===== config.mk =====
export PLATFORM = sky130hd
export DESIGN_NAME = trace_capture
export DESIGN_NICKNAME = d
export VERILOG_FILES = /design/src/rtl/trace_capture.sv
export SDC_FILE = /design/constraint.sdc
export NUM_CORES = 2
export LEC_CHECK = 0
export ABC_CLOCK_PERIOD_IN_PS = 17600
export CAP_MARGIN = 25
export CORE_ASPECT_RATIO = 1.4
export CORE_MARGIN = 10
export CORE_UTILIZATION = 30
export CTS_CLUSTER_SIZE = 10
export DETAILED_ROUTE_END_ITERATION = 7
export GPL_ROUTABILITY_DRIVEN = 0
export SLEW_MARGIN = 20
export SYNTH_ARGS = -nofsm -noshare
export SYNTH_HDL_FRONTEND = slang
export SYNTH_SLANG_ARGS = --single-unit

===== constraint.sdc =====
create_clock -name clk -period 17.6 [get_ports clk]
set_clock_uncertainty 0.05 [all_clocks]
set_input_delay 1.76 -clock clk [delete_from_list [all_inputs] [get_ports clk]]
set_output_delay 1.76 -clock clk [all_outputs]
set_load 0.01 [all_outputs]

===== src/rtl/trace_capture.sv =====
// trace_capture: timestamped FIFO of core commit events (register writes, memory writes and reads).
// Optional macro TRACE_X0_FILTER_EN: when defined, register writes to x0 are ignored entirely.
`timescale 1ns/1ps
module trace_capture #(
  parameter int DEPTH = 16,
  parameter int TS_W  = 16
) (
  input  logic            clk,
  input  logic            reset,
  input  logic            reg_write_sig,
  input  logic [4:0]      reg_num,
  input  logic [31:0]     reg_data,
  input  logic            wr,
  input  logic            rd,
  input  logic [8:0]      addr,
  input  logic [31:0]     wr_data,
  input  logic [31:0]     rd_data,
  output logic            trace_valid,
  input  logic            trace_ready,
  output logic [1:0]      trace_kind,
  output logic [8:0]      trace_tag,
  output logic [31:0]     trace_data,
  output logic [TS_W-1:0] trace_time,
  output logic [15:0]     drop_count,
  output logic            overflow
);
  localparam int AW = (DEPTH > 1) ? $clog2(DEPTH) : 1;
  localparam int CW = AW + 1;
  localparam int EW = 2 + 9 + 32 + TS_W;
  localparam logic [CW-1:0] DEPTH_C = CW'(DEPTH);

  logic [EW-1:0]   r_mem [DEPTH];
  logic [AW-1:0]   r_wr_ptr;
  logic [AW-1:0]   r_rd_ptr;
  logic [CW-1:0]   r_count;
  logic [TS_W-1:0] r_ts;
  logic [15:0]     r_drop;
  logic            r_overflow;

  logic            w_reg_ev;
  logic            w_mem_wr;
  logic            w_mem_rd;
  logic            w_mem_ev;
  logic            w_pop;
  logic [CW-1:0]   w_space;
  logic [1:0]      w_n_ev;
  logic [1:0]      w_n_push;
  logic [1:0]      w_n_drop;
  logic [EW-1:0]   w_reg_ent;
  logic [EW-1:0]   w_mem_ent;
  logic [EW-1:0]   w_ent0;
  logic [AW-1:0]   w_wr_ptr1;
  logic [16:0]     w_drop_sum;
  logic [15:0]     w_drop_next;

  // Event decode, space check and push/drop accounting for this cycle.
  always_comb begin
`ifdef TRACE_X0_FILTER_EN
    w_reg_ev = reg_write_sig & (reg_num != 5'd0);
`else
    w_reg_ev = reg_write_sig;
`endif
    w_mem_wr  = wr & ~rd;
    w_mem_rd  = rd & ~wr;
    w_mem_ev  = w_mem_wr | w_mem_rd;
    w_pop     = (r_count != '0) & trace_ready;
    w_space   = DEPTH_C - r_count + CW'(w_pop);
    w_n_ev    = {1'b0, w_reg_ev} + {1'b0, w_mem_ev};
    // Space is at most 1 whenever it is short of the event count.
    if (w_space >= CW'(w_n_ev)) begin
      w_n_push = w_n_ev;
    end else begin
      w_n_push = w_space[1:0];
    end
    w_n_drop  = w_n_ev - w_n_push;
    w_reg_ent = {2'd0, 4'b0000, reg_num, reg_data, r_ts};
    w_mem_ent = {(w_mem_wr ? 2'd1 : 2'd2), addr, (w_mem_wr ? wr_data : rd_data), r_ts};
    w_ent0    = w_reg_ev ? w_reg_ent : w_mem_ent;
    w_wr_ptr1 = r_wr_ptr + AW'(1);
    w_drop_sum  = {1'b0, r_drop} + 17'(w_n_drop);
    w_drop_next = w_drop_sum[16] ? 16'hFFFF : w_drop_sum[15:0];
  end

  // Show-ahead head presentation; zeros while empty.
  always_comb begin
    trace_valid = (r_count != '0);
    if (trace_valid) begin
      {trace_kind, trace_tag, trace_data, trace_time} = r_mem[r_rd_ptr];
    end else begin
      {trace_kind, trace_tag, trace_data, trace_time} = '0;
    end
    drop_count = r_drop;
    overflow   = r_overflow;
  end

  // Control state: timestamp, pointers, occupancy and drop statistics.
  always_ff @(posedge clk or posedge reset) begin
    if (reset) begin
      r_ts       <= '0;
      r_wr_ptr   <= '0;
      r_rd_ptr   <= '0;
      r_count    <= '0;
      r_drop     <= 16'h0000;
      r_overflow <= 1'b0;
    end else begin
      r_ts     <= r_ts + TS_W'(1);
      r_wr_ptr <= r_wr_ptr + AW'(w_n_push);
      r_count  <= r_count + CW'(w_n_push) - CW'(w_pop);
      if (w_pop) begin
        r_rd_ptr <= r_rd_ptr + AW'(1);
      end
      r_drop <= w_drop_next;
      if (w_n_drop != 2'd0) begin
        r_overflow <= 1'b1;
      end
    end
  end

  // Entry storage; a second push in the same cycle is always the memory event.
  always_ff @(posedge clk) begin
    if (w_n_push != 2'd0) begin
      r_mem[r_wr_ptr] <= w_ent0;
    end
    if (w_n_push == 2'd2) begin
      r_mem[w_wr_ptr1] <= w_mem_ent;
    end
  end
endmodule


==> results.sh <==
export IMPL_die_area_sq_um=172000
export IMPL_place_hpwl_mm=73.0
export IMPL_gr_total_overflow=0
export IMPL_worstMarginPinSlew_ns=1.10
export IMPL_leakagePower_nw=20.8
export IMPL_status="complete, no violations"
export IMPL_cts_htree_levels=3
export IMPL_syn_avg_cell_area_sq_um=17.8
export IMPL_cts_root_buf="clkbuf_16"
export IMPL_hold_buffers=0
export IMPL_grt_pass1_wl_mm=192
export IMPL_coreArea_sq_um=155000
export IMPL_fin_nets=2930
export IMPL_post_cts_resized=0
export IMPL_worstPathRequired_ns=15.79
export IMPL_antenna_found_initial=10
export IMPL_die_h_um=487
export IMPL_powerDensity_nw_per_um2=152
export IMPL_clkSinkCount=990
export IMPL_worstSetupStartpointType="flop"
export IMPL_placed_cells=4744
export IMPL_final_max_slew_viol_count=0
export IMPL_wirelength_mm=132
export IMPL_initial_core_util=0.301
export IMPL_drv_cap=0
export IMPL_postRouteAntennaNets=0
export IMPL_most_common_layout_cells="944 x edfxtp_1, 539 x mux2i_1, 295 x mux4_2, 191 x clkdlybuf4s50_1, 113 x clkbuf_16"
export IMPL_clk_latency_ns=0.72
export IMPL_first_pass_iters=5
export IMPL_worstPathArrival_ns=5.24
export IMPL_yosysSeqAreaShare=0.632
export IMPL_synthCells=2616
export IMPL_slowest_stage="buf_4"
export IMPL_ys_async_sr_fraction=0.0465
export IMPL_rows=171
export IMPL_synth_edff_count=944
export IMPL_fin_cells=4915
export IMPL_period_needed_ns=7.05
export IMPL_area_growth_pct=17.0
export IMPL_fill_cells=14700
export IMPL_period_share=0.401
export IMPL_setup_viol=0
export IMPL_yosysWarnings=0
export IMPL_ir_worst_vdd_mv=0.0957
export IMPL_clock_fmax_mhz=142
export IMPL_clock_path_buffers=3
export IMPL_drive_gt1_frac=0.234
export IMPL_crit_type="flop to output port"
export IMPL_finalHoldViolations=0
export IMPL_cts_buffers=111
export IMPL_wl_per_cell_um=26.8
export IMPL_die_w_um=353
export IMPL_syn_nets=2755
export IMPL_final_common_cell="edfxtp_1"
export IMPL_vias_per_cell=5.16
export IMPL_path_max_fanout=39
export IMPL_clk_pin_slew_ns=0.06
export IMPL_netlist_area_sq_um=46700
export IMPL_rsz0062_at_grt="false"
export IMPL_ys_flop_type="edfxtp_1"
export IMPL_portBuffers=192
export IMPL_grt_pass1_vias=26900
export IMPL_path_cells="buf_12 > buf_4 > buf_4 > mux4_2 > mux4_2 > and2_1 > clkdlybuf4s50_1"
export IMPL_maxSlewHeadroom=0.266
export IMPL_cts_tree="yes"
export IMPL_drc_errors=0
export IMPL_grt_max_degree=134
export IMPL_finalSetupTns_ns=0
export IMPL_pin_count=193
export IMPL_hp_class="flop to flop"
export IMPL_synth_cell_types=50
export IMPL_vias=25300
export IMPL_dr_first_iter_drc_count=2320
export IMPL_max_stage_delay_ns=0.82
export IMPL_grt_usage=0.150
export IMPL_cts_setup_buffers=0
export IMPL_cp_end_kind="output port"
export IMPL_ys_seq_elements=990
cells in the mapped netlist, types with 2 or more instances:
master	count	area, sq um
clkbuf_1	155	582
nor2b_1	3	18.8
and4_1	2	17.5
nand2_1	60	225
inv_1	22	82.6
nand4_1	7	43.8
mux4_2	295	6640
nand2b_1	5	31.3
o21ai_0	3	15.0
a21o_1	2	15.0
a21oi_1	20	100
o21ai_4	10	163
nor4_1	8	50.1
and3_1	6	37.5
mux2_2	64	721
buf_2	50	250
edfxtp_1	944	28300
mux2i_1	544	5450
or2_2	2	12.5
xor2_1	11	96.3
nor2_1	21	78.8
dfrtp_1	46	1150
nand3_1	15	75.1
a41oi_1	2	17.5
a21boi_0	80	601
mux2_1	24	270
o31ai_1	9	67.6
buf_1	32	120
a31oi_1	2	12.5
o21ai_1	32	160
xnor2_1	28	245
o21ai_2	4	35.0
fa_1	3	60.1
buf_4	11	82.6
ha_1	20	250
and2_1	60	375
state kept, by name, summed over array words and instances (netlist names):
| name | cells |
|---|---|
| drop_count | 16 |
| overflow | 1 |
| r_count | 5 |
| r_mem | 944 |
| r_rd_ptr | 4 |
| r_ts | 16 |
| r_wr_ptr | 4 |
cell families (layout without fill, tap and decap cells):
group / count (synthesis) / in the layout / synth area share
other: 0 / 1 / 0
muxes: 927 / 927 / 0.280
AOI/OAI and AO/OA: 170 / 170 / 0.0271
DFF: 990 / 990 / 0.632
buffers and inverters: 272 / 494 / 0.0243
adders and majority gates: 23 / 23 / 0.00665
and+or+nand+nor: 195 / 195 / 0.0220
xor gates and xnor gates: 39 / 39 / 0.00732
worst max-delay path, delay by kind of cell (launching register included):
kind                   cells  cell delay, ns
buffers and inverters      4            2.28
muxes                      2            1.22
DFF                        1            0.73
and+or+nand+nor            1            0.21
power by group:
part	internal, W	leakage (nW)	switching [W]
Clock	0.00118	1.52	0.000912
Sequential	0.00305	9.20	0.000184
Combinational	0.00141	10.0	0.00156
final cells by class:
cell class                      instances  area [sq um]  share of cell area
Sequential cell                       990         29500               0.541
Multi-Input combinational cell       1354         16300               0.299
Clock buffer                          152          3010              0.0552
Timing Repair Buffer                  311          2900              0.0531
Tap cell                             2076          2600              0.0476
Clock inverter                          8           144             0.00264
Inverter                               23          86.3             0.00158
Antenna cell                            1          2.50           0.0000459
worst paths after layout:
check / from / to / slack (ns) / depth (start not counted)
hold reg to reg: overflow$_DFFE_PP0P_ / overflow$_DFFE_PP0P_ / 0.42 / 1
min in group asynchronous: reset / drop_count[7]$_DFF_PP0_ / 1.52 / 3
setup / recovery: r_rd_ptr[0]$_DFFE_PP0P_ / trace_kind[1] / 10.55 / 7
max in group asynchronous: reset / r_rd_ptr[0]$_DFFE_PP0P_ / 15.44 / 3
setup reg to reg: r_count[3]$_DFF_PP0_ / r_mem[5][47]$_DFFE_PP_ / 11.14 / 14
hold / removal: overflow$_DFFE_PP0P_ / overflow$_DFFE_PP0P_ / 0.42 / 1
through the flow:
stage                     area (sq um)  hold WS (ns)   util  total power (W)  setup slack, ns
after floorplan                  46700         0.450      -          0.00508             7.28
after global placement           51100         0.407  0.330          0.00628            10.44
after detailed placement         51200         0.414  0.331          0.00630            10.34
after CTS                        54400         0.426  0.351          0.00840            10.09
after global routing             54600         0.446  0.352          0.00867            10.18
final                            54600         0.422  0.352          0.00829            10.55
layer usage:
metal  vias to the layer above  track usage  share of wire
met4                         8       0.0415          0.020
li1                      10800            -              -
met1                     13500        0.195           0.42
met5                         -            0        0.00034
met2                       865        0.257           0.50
met3                       158       0.0256          0.060
Note: power is estimated with default switching activity, not from simulation.
